### src/rtl/cpu_trace_pkg.sv
// Shared constants for the CPU trace emitter: ASCII codes, FSM state codes,
// record type codes and the nibble-to-hex helper.
`timescale 1ns/1ps
package cpu_trace_pkg;

   localparam logic [7:0] CH_CARET  = 8'h5E;
   localparam logic [7:0] CH_AT     = 8'h40;
   localparam logic [7:0] CH_COLON  = 8'h3A;
   localparam logic [7:0] CH_SP     = 8'h20;
   localparam logic [7:0] CH_DOLLAR = 8'h24;
   localparam logic [7:0] CH_STAR   = 8'h2A;
   localparam logic [7:0] CH_LT     = 8'h3C;
   localparam logic [7:0] CH_EQ     = 8'h3D;
   localparam logic [7:0] CH_HASH   = 8'h23;
   localparam logic [7:0] CH_LF     = 8'h0A;

   localparam logic TYPE_REG = 1'b0;
   localparam logic TYPE_MEM = 1'b1;

   localparam logic [4:0] S_IDLE  = 5'd0;
   localparam logic [4:0] S_CARET = 5'd1;
   localparam logic [4:0] S_TIME  = 5'd2;
   localparam logic [4:0] S_AT    = 5'd3;
   localparam logic [4:0] S_PC    = 5'd4;
   localparam logic [4:0] S_COLON = 5'd5;
   localparam logic [4:0] S_SP_A  = 5'd6;
   localparam logic [4:0] S_TAG   = 5'd7;
   localparam logic [4:0] S_REG   = 5'd8;
   localparam logic [4:0] S_ADDR  = 5'd9;
   localparam logic [4:0] S_SP_B  = 5'd10;
   localparam logic [4:0] S_LT    = 5'd11;
   localparam logic [4:0] S_EQ    = 5'd12;
   localparam logic [4:0] S_SP_C  = 5'd13;
   localparam logic [4:0] S_DATA  = 5'd14;
   localparam logic [4:0] S_HASH  = 5'd15;
   localparam logic [4:0] S_NL    = 5'd16;

   function automatic logic [7:0] hex_char(input logic [3:0] n);
      return (n < 4'd10) ? (8'h30 + {4'h0, n}) : (8'h57 + {4'h0, n});
   endfunction

endpackage

### src/rtl/trace_bin2dec.sv
// Combinational double-dabble: 14-bit binary to four BCD digits plus the
// count of significant digits (1..4, so zero reports one digit).
`timescale 1ns/1ps
module trace_bin2dec (
   input  logic [13:0] bin,
   output logic [15:0] bcd,
   output logic [2:0]  ndig
);

   logic [29:0] sh;

   always_comb begin
      sh = {16'h0000, bin};
      for (int i = 0; i < 14; i++) begin
         for (int d = 0; d < 4; d++) begin
            if (sh[14+4*d +: 4] >= 4'd5)
               sh[14+4*d +: 4] = sh[14+4*d +: 4] + 4'd3;
         end
         sh = {sh[28:0], 1'b0};
      end
      bcd = sh[29:14];
   end

   always_comb begin
      if (bcd[15:12] != 4'd0)     ndig = 3'd4;
      else if (bcd[11:8] != 4'd0) ndig = 3'd3;
      else if (bcd[7:4] != 4'd0)  ndig = 3'd2;
      else                        ndig = 3'd1;
   end

endmodule

### src/rtl/cpu_trace_emitter.sv
// Serializes one retirement record per handshake into an ASCII trace line.
// Optional macro CPU_TRACE_NEWLINE_EN appends an LF after the closing '#'.
`timescale 1ns/1ps
module cpu_trace_emitter
   import cpu_trace_pkg::*;
#(
   parameter int TIME_MAX = 9999
) (
   input  logic        clk,
   input  logic        reset,
   input  logic        in_valid,
   output logic        in_ready,
   input  logic        in_type,
   input  logic [13:0] in_time,
   input  logic [31:0] in_pc,
   input  logic [4:0]  in_reg,
   input  logic [31:0] in_addr,
   input  logic [31:0] in_data,
   output logic [7:0]  char_out,
   output logic        char_valid,
   input  logic        char_ready,
   output logic        busy
);

   localparam logic [13:0] TMAX = 14'(TIME_MAX);

   logic [4:0]  state;
   logic [2:0]  idx;
   logic        typ_q;
   logic [31:0] pc_q, addr_q, data_q;
   logic [15:0] t_bcd_q;
   logic [2:0]  t_n_q;
   logic [7:0]  r_bcd_q;
   logic [2:0]  r_n_q;

   logic [13:0] t_sat;
   logic [15:0] t_bcd, r_bcd;
   logic [2:0]  t_n, r_n;
   logic        unused_r_bcd;
   logic        active, last, fire, accept;
   logic [7:0]  ch;

   assign t_sat = (in_time > TMAX) ? TMAX : in_time;

   trace_bin2dec u_time (.bin(t_sat),           .bcd(t_bcd), .ndig(t_n));
   trace_bin2dec u_reg  (.bin({9'd0, in_reg}),  .bcd(r_bcd), .ndig(r_n));

   assign unused_r_bcd = ^r_bcd[15:8];

   // Outputs are gated by reset so nothing leaks while reset is held.
   assign active     = reset && (state != S_IDLE);
   assign char_valid = active;
   assign busy       = active;
   assign char_out   = active ? ch : 8'h00;
`ifdef CPU_TRACE_NEWLINE_EN
   assign last = (state == S_NL);
`else
   assign last = (state == S_HASH);
`endif
   assign fire     = active && char_ready;
   assign in_ready = reset && ((state == S_IDLE) || (last && char_ready));
   assign accept   = in_valid && in_ready;

   always_comb begin
      ch = 8'h00;
      case (state)
         S_CARET: ch = CH_CARET;
         S_TIME:  ch = {4'h3, t_bcd_q[{idx[1:0], 2'b00} +: 4]};
         S_AT:    ch = CH_AT;
         S_PC:    ch = hex_char(pc_q[{idx, 2'b00} +: 4]);
         S_COLON: ch = CH_COLON;
         S_SP_A, S_SP_B, S_SP_C: ch = CH_SP;
         S_TAG:   ch = (typ_q == TYPE_MEM) ? CH_STAR : CH_DOLLAR;
         S_REG:   ch = {4'h3, r_bcd_q[{idx[0], 2'b00} +: 4]};
         S_ADDR:  ch = hex_char(addr_q[{idx, 2'b00} +: 4]);
         S_LT:    ch = CH_LT;
         S_EQ:    ch = CH_EQ;
         S_DATA:  ch = hex_char(data_q[{idx, 2'b00} +: 4]);
         S_HASH:  ch = CH_HASH;
         S_NL:    ch = CH_LF;
         default: ch = 8'h00;
      endcase
   end

   always_ff @(posedge clk) begin
      if (!reset) begin
         state <= S_IDLE;
         idx   <= 3'd0;
      end else if ((state == S_IDLE) || (fire && last)) begin
         state <= accept ? S_CARET : S_IDLE;
      end else if (fire) begin
         case (state)
            S_CARET: begin state <= S_TIME; idx <= t_n_q - 3'd1; end
            S_TIME:  if (idx == 3'd0) state <= S_AT; else idx <= idx - 3'd1;
            S_AT:    begin state <= S_PC; idx <= 3'd7; end
            S_PC:    if (idx == 3'd0) state <= S_COLON; else idx <= idx - 3'd1;
            S_COLON: state <= S_SP_A;
            S_SP_A:  state <= S_TAG;
            S_TAG: begin
               if (typ_q == TYPE_MEM) begin state <= S_ADDR; idx <= 3'd7; end
               else begin state <= S_REG; idx <= r_n_q - 3'd1; end
            end
            S_REG, S_ADDR: if (idx == 3'd0) state <= S_SP_B; else idx <= idx - 3'd1;
            S_SP_B:  state <= S_LT;
            S_LT:    state <= S_EQ;
            S_EQ:    state <= S_SP_C;
            S_SP_C:  begin state <= S_DATA; idx <= 3'd7; end
            S_DATA:  if (idx == 3'd0) state <= S_HASH; else idx <= idx - 3'd1;
`ifdef CPU_TRACE_NEWLINE_EN
            S_HASH:  state <= S_NL;
`endif
            default: state <= S_IDLE;
         endcase
      end
   end

   // Decimal digits are captured alongside the raw fields at accept time.
   always_ff @(posedge clk) begin
      if (accept) begin
         typ_q   <= in_type;
         pc_q    <= in_pc;
         addr_q  <= in_addr;
         data_q  <= in_data;
         t_bcd_q <= t_bcd;
         t_n_q   <= t_n;
         r_bcd_q <= r_bcd[7:0];
         r_n_q   <= r_n;
      end
   end

endmodule

### config.mk
export PLATFORM = sky130hd
export DESIGN_NAME = cpu_trace_emitter
export DESIGN_NICKNAME = d
export VERILOG_FILES = /design/src/rtl/cpu_trace_pkg.sv /design/src/rtl/trace_bin2dec.sv /design/src/rtl/cpu_trace_emitter.sv
export SDC_FILE = /design/constraint.sdc
export NUM_CORES = 1
export LEC_CHECK = 0
export CAP_MARGIN = 20
export CORE_MARGIN = 5
export CORE_UTILIZATION = 48
export DETAILED_ROUTE_END_ITERATION = 16
export PLACE_DENSITY = 0.83
export SYNTH_ARGS = -nofsm -noshare
export SYNTH_HDL_FRONTEND = slang
export SYNTH_SLANG_ARGS = --single-unit
### constraint.sdc
create_clock -name clk -period 12.1 [get_ports clk]
set_input_delay 1.815 -clock clk [delete_from_list [all_inputs] [get_ports clk]]
set_output_delay 1.815 -clock clk [all_outputs]
set_load 0.02 [all_outputs]
==> reports/results.tsv, run 1 <==
metric	value	unit
outcome	completed	
Die Y-Extent	149	µm
Cells after Synth	886	
total CTS buffers	17	
die width	149	µm
synthesized area	0.00924	mm²
worst slew pin tran	1.03	ns
commonest non-fill, non-tap cell in the layout	clkdlybuf4s50_1	
most frequent cells in the layout	128 x clkdlybuf4s50_1, 124 x edfxtp_1, 67 x nand2_1	
hold_ws	0.697	ns
hold endpoint	idx[0]$_SDFFE_PN0P_	
max cap viols	0	
GPL Wtd Cong	0.946	
crit path DAT	11.68	ns
Starting Density	49.1	%
largest fanout on the critical path	8	
total negative slack	0	ns
Worst path slowest cell	clkdlybuf4s50_1	
dominant cell type by count on the critical path	ha_1	
Clock Sinks	131	
filler instances	1444	
post-route ant nets	0	
hold_buf cts	0	
distinct cell type count of the synthesized netlist	93	
H-tree depth	4	
Placed Cells	1256	
Clk pin slew, worst setup/hold paths	0.06	ns
max-slew violations	0	
pre-CTS WS	-0.132	ns
clock skew	0.00898	ns
HP Start	r_n_q[0]$_DFFE_PP_	
I/O Pins	131	
clock latency on the worst-skew pair	0.43	ns
Startpoint Class	input pin	
Seq/Total Area, Yosys	41.8	%
Row Count	50	
Starting DRT DRC Count	575	
Clock Tree Root	clkbuf_16	
largest net degree at the start of global routing	65	
total vias in the final route	7798	
RR Startpoint	state[1]$_SDFFE_PN0P_	
clock buffer depth	2	
Worst slew margin	31.5	%
Final min period	11.41	ns
CTS tree	done	
ratio of cells with drive above 1 in the final layout	13.2	%
Worst R2R Path Depth	6	
Detailed Place HPWL	17000	µm
YS warnings	0	
area grow syn2layout	24.8	%
count of input and output buffers	129	
final std cells w/o fill	1292	
Tot GR Track Use	21.9	%
crit path capture type	flop	
vias in the first global route	7470	
EDFF count, synth	124	
drt via density	6.04	
crit-path max cell delay	0.54	ns
Final Hold Viols	0	
post-synthesis async set-or-reset flop share	0	%
antenna violations before repair	3	
critical path class	in2reg	
syn_nets	1040	
WL/cell	19.1	µm
gr ovfl total	0	
die area	0.0221	mm²
drt total wl	24700	µm
Setup crit start	in_time[11]	
Final setup viols	0	
synthesized area per cell	10.4	µm²
# DRC	0	
first-pass iteration count of the detailed router	6	
Worst R2R End	pc_q[14]$_DFFE_PP_	
core area	0.0188	mm²
Worst Hold Path Cells	3	
nets	1170	
Hold Path Class	reg2reg	
Fmax	87.6	MHz
prevailing post-synth register cell	edfxtp_1	
global-route wire length before repair	38800	µm
WP data required	12.37	ns
final setup margin	0.687	ns
Synth Register Bits	131	
period utilization	94.3	%
reg2reg setup slack	8.51	ns
## critical path, delay by kind of cell
family / cells / cell delay, ns
fa+ha+maj: 8 / 1.92
simple gates: 8 / 1.39
xor+xnor: 4 / 0.84
compound gates: 15 / 3.66
buf+inv: 6 / 1.05
mux: 3 / 1.02
## cells by family after synthesis
| family | count (synthesis) | share of synthesized area [%] |
|---|---|---|
| AO/OA/AOI/OAI | 268 | 21.0 |
| AND/OR/NAND/NOR | 264 | 14.3 |
| flip-flops | 131 | 41.8 |
| buffers and inverters | 91 | 3.90 |
| multiplexers | 71 | 11.7 |
| adder cells (fa/ha/maj) | 35 | 4.71 |
| XOR/XNOR | 25 | 2.57 |
| other | 1 | 0.0406 |
## metal layers
layer	GRT usage [%]	vias up	routed length (µm)	part of all wire, %
li1	-	3699	-	-
met1	26.4	3725	9510	39
met2	40.0	325	13200	54
met3	3.56	49	1360	5.5
met4	6.86	0	591	2.4
met5	0	-	0	0
## how the worst max path moves through the flow
stage | cells past startpoint | end | slack (ns)
after global routing | 44 | t_n_q[1]$_SDFFCE_PP0P_ | -0.02
after detailed placement | 46 | t_n_q[1]$_SDFFCE_PP0P_ | -0.13
final | 44 | t_n_q[1]$_SDFFCE_PP0P_ | 0.69
after floorplan | 51 | t_n_q[1]$_SDFFCE_PP0P_ | 0.82
after CTS | 46 | t_n_q[1]$_SDFFCE_PP0P_ | 0.33
after global placement | 46 | t_n_q[1]$_SDFFCE_PP0P_ | 0.27
## state kept, by name, summed over array words and instances, names as in the netlist
name and cells:
addr_q 32, data_q 32, pc_q 32, t_bcd_q 16, r_bcd_q 6, state 4
idx 3, t_n_q 3, r_n_q 2, typ_q 1
## timing repair
item	4_1_cts	5_1_grt
setup endpoints to repair	0	17
buffers inserted	0	1
resized for setup	0	20
## Yosys cell counts, types with 7 or more instances
master / number / share of area [%]
nand3_1: 12 / 0.65
a21oi_1: 59 / 3.2
clkbuf_1: 22 / 0.89
a21o_1: 10 / 0.81
mux4_2: 28 / 6.8
nor2b_1: 10 / 0.68
and2_1: 13 / 0.88
nand2b_1: 17 / 1.2
o21ai_1: 10 / 0.54
inv_1: 50 / 2.0
nor2_1: 61 / 2.5
mux2_2: 7 / 0.85
mux2i_1: 33 / 3.6
edfxtp_1: 124 / 40
a211o_1: 8 / 0.76
nand2_1: 68 / 2.8
o21a_1: 8 / 0.65
and3_1: 10 / 0.68
o211ai_1: 9 / 0.73
o21ai_0: 39 / 2.1
dfxtp_1: 7 / 1.5
a21boi_0: 7 / 0.57
ha_1: 34 / 4.6
o31ai_1: 7 / 0.57
nor3_1: 31 / 1.7
a31oi_1: 11 / 0.74
nand4_1: 7 / 0.47
xnor2_1: 22 / 2.1
a211oi_1: 18 / 1.5
## stage by stage
stage	util (%)	area [µm²]
3_3_place_gp	57.5	10800
6_report	61.2	11500
3_5_place_dp	57.5	10800
5_1_grt	61.2	11500
2_1_floorplan	-	9240
4_1_cts	60.7	11400
## layout make-up
type,count,area [µm²],share of cell area [%]
multi-input cells,664,5110,44.3
flip-flops and latches,131,3860,33.5
repair buffers,143,1400,12.1
clock buffers,17,425,3.69
well taps,260,325,2.82
inverters,59,221,1.92
clock inverters,15,180,1.56
diodes,3,7.51,0.0651
Power of run 1 is left out: the tool's default activity adds up to more than one toggle a clock period on the data nets, which glitch-free logic cannot reach.
==> run 2, diff against run 1 <==
--- a/config.mk
+++ b/config.mk
@@ -6,7 +6,6 @@
 export NUM_CORES = 1
 export LEC_CHECK = 0
 export CAP_MARGIN = 20
-export CORE_MARGIN = 5
 export CORE_UTILIZATION = 48
 export DETAILED_ROUTE_END_ITERATION = 16
 export PLACE_DENSITY = 0.83
==> run 2 against run 1 <==
  * Sequential share of layout area shrank 0.062 points
  * Utilization grew 0.32 points
  * Register-to-register slack is essentially flat
  * Global-route usage grew 1.8 points
  * Cell count shrank 2.2%
  * Setup slack lost 0.12 ns
  * Clock-buffer cell count is the same
  * Non-clock buffer count grew 3
  * Sequential cell count is the same
  * Critical endpoint is now t_n_q[0]$_SDFFCE_PP0P_
==> reports/results.tsv, run 2 (same netlist as run 1, synthesis figures left out) <==
metric	value	unit
HP Start	r_n_q[0]$_DFFE_PP_	
Starting DRT DRC Count	558	
critical path class	in2reg	
count of input and output buffers	129	
CP Buf/Inv Count	7	
crit path DAT	11.79	ns
diode count	0	
crit-path max cell delay	0.53	ns
filler instances	1430	
most frequent cells in the layout	129 x clkdlybuf4s50_1, 124 x edfxtp_1, 68 x nand2_1	
Storage cell area	0.00386	mm²
vias in the first global route	7494	
Tot GR Track Use	23.7	%
largest registers	addr_q x32, data_q x32, pc_q x32	
dominant cell type by count on the critical path	ha_1	
CTS tree	done	
Worst slew margin	25.4	%
Clock Tree Root	clkbuf_16	
delay-heaviest family, CP	compound AO/OA/AOI/OAI gates	
I/O Pins	131	
Detailed Place HPWL	16400	µm
outcome	completed	
RR Startpoint	state[2]$_SDFFE_PN0P_	
ratio of cells with drive above 1 in the final layout	13.7	%
clock skew	0.00550	ns
clock latency on the worst-skew pair	0.43	ns
Worst path slowest cell	clkdlybuf4s50_1	
Final min period	11.53	ns
Worst R2R End	pc_q[11]$_DFFE_PP_	
H-tree depth	4	
total CTS buffers	17	
post-route ant nets	0	
Clk pin slew, worst setup/hold paths	0.06	ns
met1 Resource Use GR	26.0	%
area grow syn2layout	25.0	%
core area	0.0188	mm²
first-pass iteration count of the detailed router	5	
largest fanout on the critical path	7	
total vias in the final route	7653	
gr ovfl total	0	
period utilization	95.3	%
# DRC	0	
Fmax	86.7	MHz
Clock Sinks	131	
WP data required	12.36	ns
WL/cell	18.4	µm
hold_buf cts	0	
max-slew violations	0	
reg2reg setup slack	8.51	ns
GRT busiest layer	met2	
crit path capture type	flop	
commonest non-fill, non-tap cell in the layout	clkdlybuf4s50_1	
Final Hold Viols	0	
Hold Path Class	reg2reg	
antenna violations before repair	0	
largest net degree at the start of global routing	86	
drt total wl	23300	µm
Setup crit start	in_time[13]	
grt met3 use	4.62	%
grt met2 use	45.5	%
die width	141	µm
Worst R2R Path Depth	6	
Final setup viols	0	
Multi-input gate area	0.00514	mm²
GPL Wtd Cong	0.914	
global-route wire length before repair	37000	µm
clock buffer depth	2	
Row Count	50	
Starting Density	49.2	%
number of cells on the critical path	45	
utilization after layout	61.6	%
Die Y-Extent	141	µm
max cap viols	0	
die area	0.0198	mm²
worst slew pin tran	1.12	ns
nets	1173	
drt via density	6.05	
Worst Setup EP	t_n_q[0]$_SDFFCE_PP0P_	
Startpoint Class	input pin	
run 2: cell types whose count changed in the layout (fill, tap and decap cells not counted), sizes merged:
cell and change:
inv -10, clkinv +4, buf +3, bufinv +3, diode -3, clkdlybuf4s50 +1
clkinvlp +1, dlymetal6s2s -1
run 2: worst min-delay path by stage:
| stage | to | slack (ns) | cells after the start |
|---|---|---|---|
| after floorplan | idx[0]$_SDFFE_PN0P_ | 0.60 | 3 |
| after global placement | idx[0]$_SDFFE_PN0P_ | 0.64 | 3 |
| after detailed placement | idx[1]$_SDFFE_PN0P_ | 0.67 | 2 |
| after CTS | idx[0]$_SDFFE_PN0P_ | 0.70 | 3 |
| after global routing | idx[0]$_SDFFE_PN0P_ | 0.73 | 3 |
| final | idx[0]$_SDFFE_PN0P_ | 0.68 | 3 |
run 2: worst min-delay path: cells and delay by family, from the launching register on:
family | cells | cell delay [ns]
AOI/OAI and AO/OA | 2 | 0.23
DFF | 1 | 0.35
and+or+nand+nor | 1 | 0.06
run 2: cell type report:
class                      instances  area share (%)
clock buffer                      17            3.68
clock inverter                    13            1.60
inverter                          59            1.92
multi-input combinational        664            44.5
sequential                       131            33.5
tap                              234            2.53
timing repair buffer             146            12.3
run 2: stage by stage:
step | setup slack (ns) | area, µm² | hold slack, ns | TNS [ns] | instances
global placement | 0.222 | 10800 | 0.638 | 0 | 1232
detailed placement | -0.0381 | 10800 | 0.672 | -0.0414 | 1232
floorplan | 0.816 | 9240 | 0.597 | 0 | 886
finish | 0.568 | 11600 | 0.679 | 0 | 1264
CTS | 0.322 | 11400 | 0.695 | 0 | 1262
global route | -0.0695 | 11600 | 0.730 | -0.102 | 1264
run 2: metal layers:
metal | vias to the layer above | share of wire, %
li1 | 3697 | -
met1 | 3678 | 39
met2 | 234 | 55
met3 | 44 | 4.8
met4 | 0 | 2.0
met5 | - | 0
run 2: timing repair:
action	4_1_cts	5_1_grt
setup endpoints to repair	0	16
buffers inserted	0	2
resized for setup	0	25
Power of run 2 is left out for the same reason.
==> run 3, diff against run 2 <==
--- a/config.mk
+++ b/config.mk
@@ -5,7 +5,6 @@
 export SDC_FILE = /design/constraint.sdc
 export NUM_CORES = 1
 export LEC_CHECK = 0
-export CAP_MARGIN = 20
 export CORE_UTILIZATION = 48
 export DETAILED_ROUTE_END_ITERATION = 16
 export PLACE_DENSITY = 0.83
==> results of run 3 <==
Final layout, timing and power as in run 2 (identical DEF).
Power of run 3 is left out for the same reason.
==> patch: new RTL, config.mk and constraints of run 1 <==
`TIME_MAX`: 9999 -> 7499.
--- a/src/rtl/cpu_trace_emitter.sv
+++ b/src/rtl/cpu_trace_emitter.sv
@@ -4,7 +4,7 @@
 module cpu_trace_emitter
    import cpu_trace_pkg::*;
 #(
-   parameter int TIME_MAX = 9999
+   parameter int TIME_MAX = 7499
 ) (
    input  logic        clk,
    input  logic        reset,
Function: changed (Yosys sat finds a counterexample within 4 cycles, from zero or initial values and one cycle with reset low).
==> patch against run 1 <==
Sequential cell count stayed put. Setup slack improved by 0.15 ns. Hold slack worse by 0.016 ns. Synthesized area barely moved. Final area is 0.72% lower. Non-clock buffer count fell by 5. Routed wire length is essentially flat. Final cell count shrank 1.5%.
==> patch: results (changes against run 1) <==
- Fraction of layout instances using a drive strength above 1: 12.7% (was 13.2%)
- Commonest cells in the netlist: 124 x sky130_fd_sc_hd__edfxtp_1, 70 x sky130_fd_sc_hd__nor2_1, 66 x sky130_fd_sc_hd__nand2_1 (was 124 x sky130_fd_sc_hd__edfxtp_1, 68 x sky130_fd_sc_hd__nand2_1, 61 x sky130_fd_sc_hd__nor2_1).
- Worst Hold Endpoint: idx[1]$_SDFFE_PN0P_ (was idx[0]$_SDFFE_PN0P_)
- The fraction of the cycle the final worst path needs is 93.1% (was 94.3%).
- Outcome: finished, final reports clean (unchanged)
- Post-route non-filler standard cell count: 1273 (was 1292)
- The worst hold path cell count is 2 (was 3).
- First-pass GRT wire length: 38300 um (was 38800 um)
- First-pass detailed-route iteration total: 5 (was 6)
* Startpoint of the worst hold path: idx[1]$_SDFFE_PN0P_ (was r_n_q[0]$_DFFE_PP_)
* Post-detail-place hpwl: 17300 um (was 17000 um)
- The via count of the first global-routing pass is 7277 (was 7470).
- Antenna diode count: 0 (was 3)
- Worst hold slack after final layout: 0.682 ns (was 0.697 ns)
- The total routing usage reported by global routing is 21.5% (was 21.9%).
- Setup Slack @ Placement: 0.268 ns (was -0.132 ns)
* Launch point of the critical path: in_time[12] (was in_time[11])
- Most area-consuming cells after synthesis: sky130_fd_sc_hd__edfxtp_1 40%, sky130_fd_sc_hd__mux4_2 6.8%, sky130_fd_sc_hd__ha_1 3.8% (was sky130_fd_sc_hd__edfxtp_1 40%, sky130_fd_sc_hd__mux4_2 6.8%, sky130_fd_sc_hd__ha_1 4.6%).
- The number of nets produced by synthesis came to 1026 (was 1040).
- Violation count after the first detailed-route iteration: 668 (was 575)
* Cell area after placement: 0.0108 mm2 (about the same)
- Pin count of the biggest net entering global routing: 83 (was 65)
- The post-layout net count is 1149 (was 1170).
- Critical-path maximum fanout: 13 (was 8)
- The maximum clock skew at final layout is 0.00915 ns (was 0.00898 ns).
* Max-slew headroom: 31.4% (was 31.5%)
- The synthesized netlist cell count came to 878 (was 886).
[patch: cell types whose count changed after synthesis, moves of 6 or more]
cell	change
sky130_fd_sc_hd__nor3_1	-8
sky130_fd_sc_hd__a211oi_1	-8
sky130_fd_sc_hd__nand3_1	+7
sky130_fd_sc_hd__xor2_1	+7
sky130_fd_sc_hd__xnor2_1	-10
sky130_fd_sc_hd__a21oi_1	-8
sky130_fd_sc_hd__nor2_1	+9
sky130_fd_sc_hd__ha_1	-6
[patch: layout make-up]
class                           count  area [um2]
Multi-Input combinational cell    660        5090
Timing Repair Buffer              138        1360
Inverter                           53         199
Sequential cell                   131        3860
Tap cell                          260         325
Clock inverter                     13         183
Fill cell                        1408        7380
Clock buffer                       18         429
[patch: cells by family after synthesis]
kind of cell / Yosys count / synth area share, %
other cells: 1 / 0.0406
compound gates: 265 / 21.5
xor+xnor: 24 / 2.52
simple gates: 278 / 15.5
fa+ha+maj: 28 / 3.79
mux: 64 / 11.0
buf+inv: 87 / 3.84
flops: 131 / 41.8
[patch: power groups by stage]
stage | Clock [mW] | Sequential [mW] | Combinational (mW)
after global routing | 0.562 | 0.752 | 2.88
after global placement | 0 | 0.746 | 2.40
after CTS | 0.541 | 0.745 | 2.55
final | 0.535 | 0.746 | 2.62
after detailed placement | 0 | 0.752 | 2.49
after floorplan | 0 | 0.728 | 2.02
[patch: what timing repair did]
item | 4_1_cts | 5_1_grt
resized for setup | 0 | 12
endpoints found under the hold margin | 0 | 0
setup endpoints to repair | 0 | 5
[patch: metal layers]
metal	vias up	share of wire, %	GRT usage [%]	wire [um]
met5	-	0	0	0
met4	0	1.8	4.67	447
met3	36	6.2	3.59	1530
met2	330	53	39.4	13000
met1	3758	39	26.8	9700
li1	3670	-	-	-
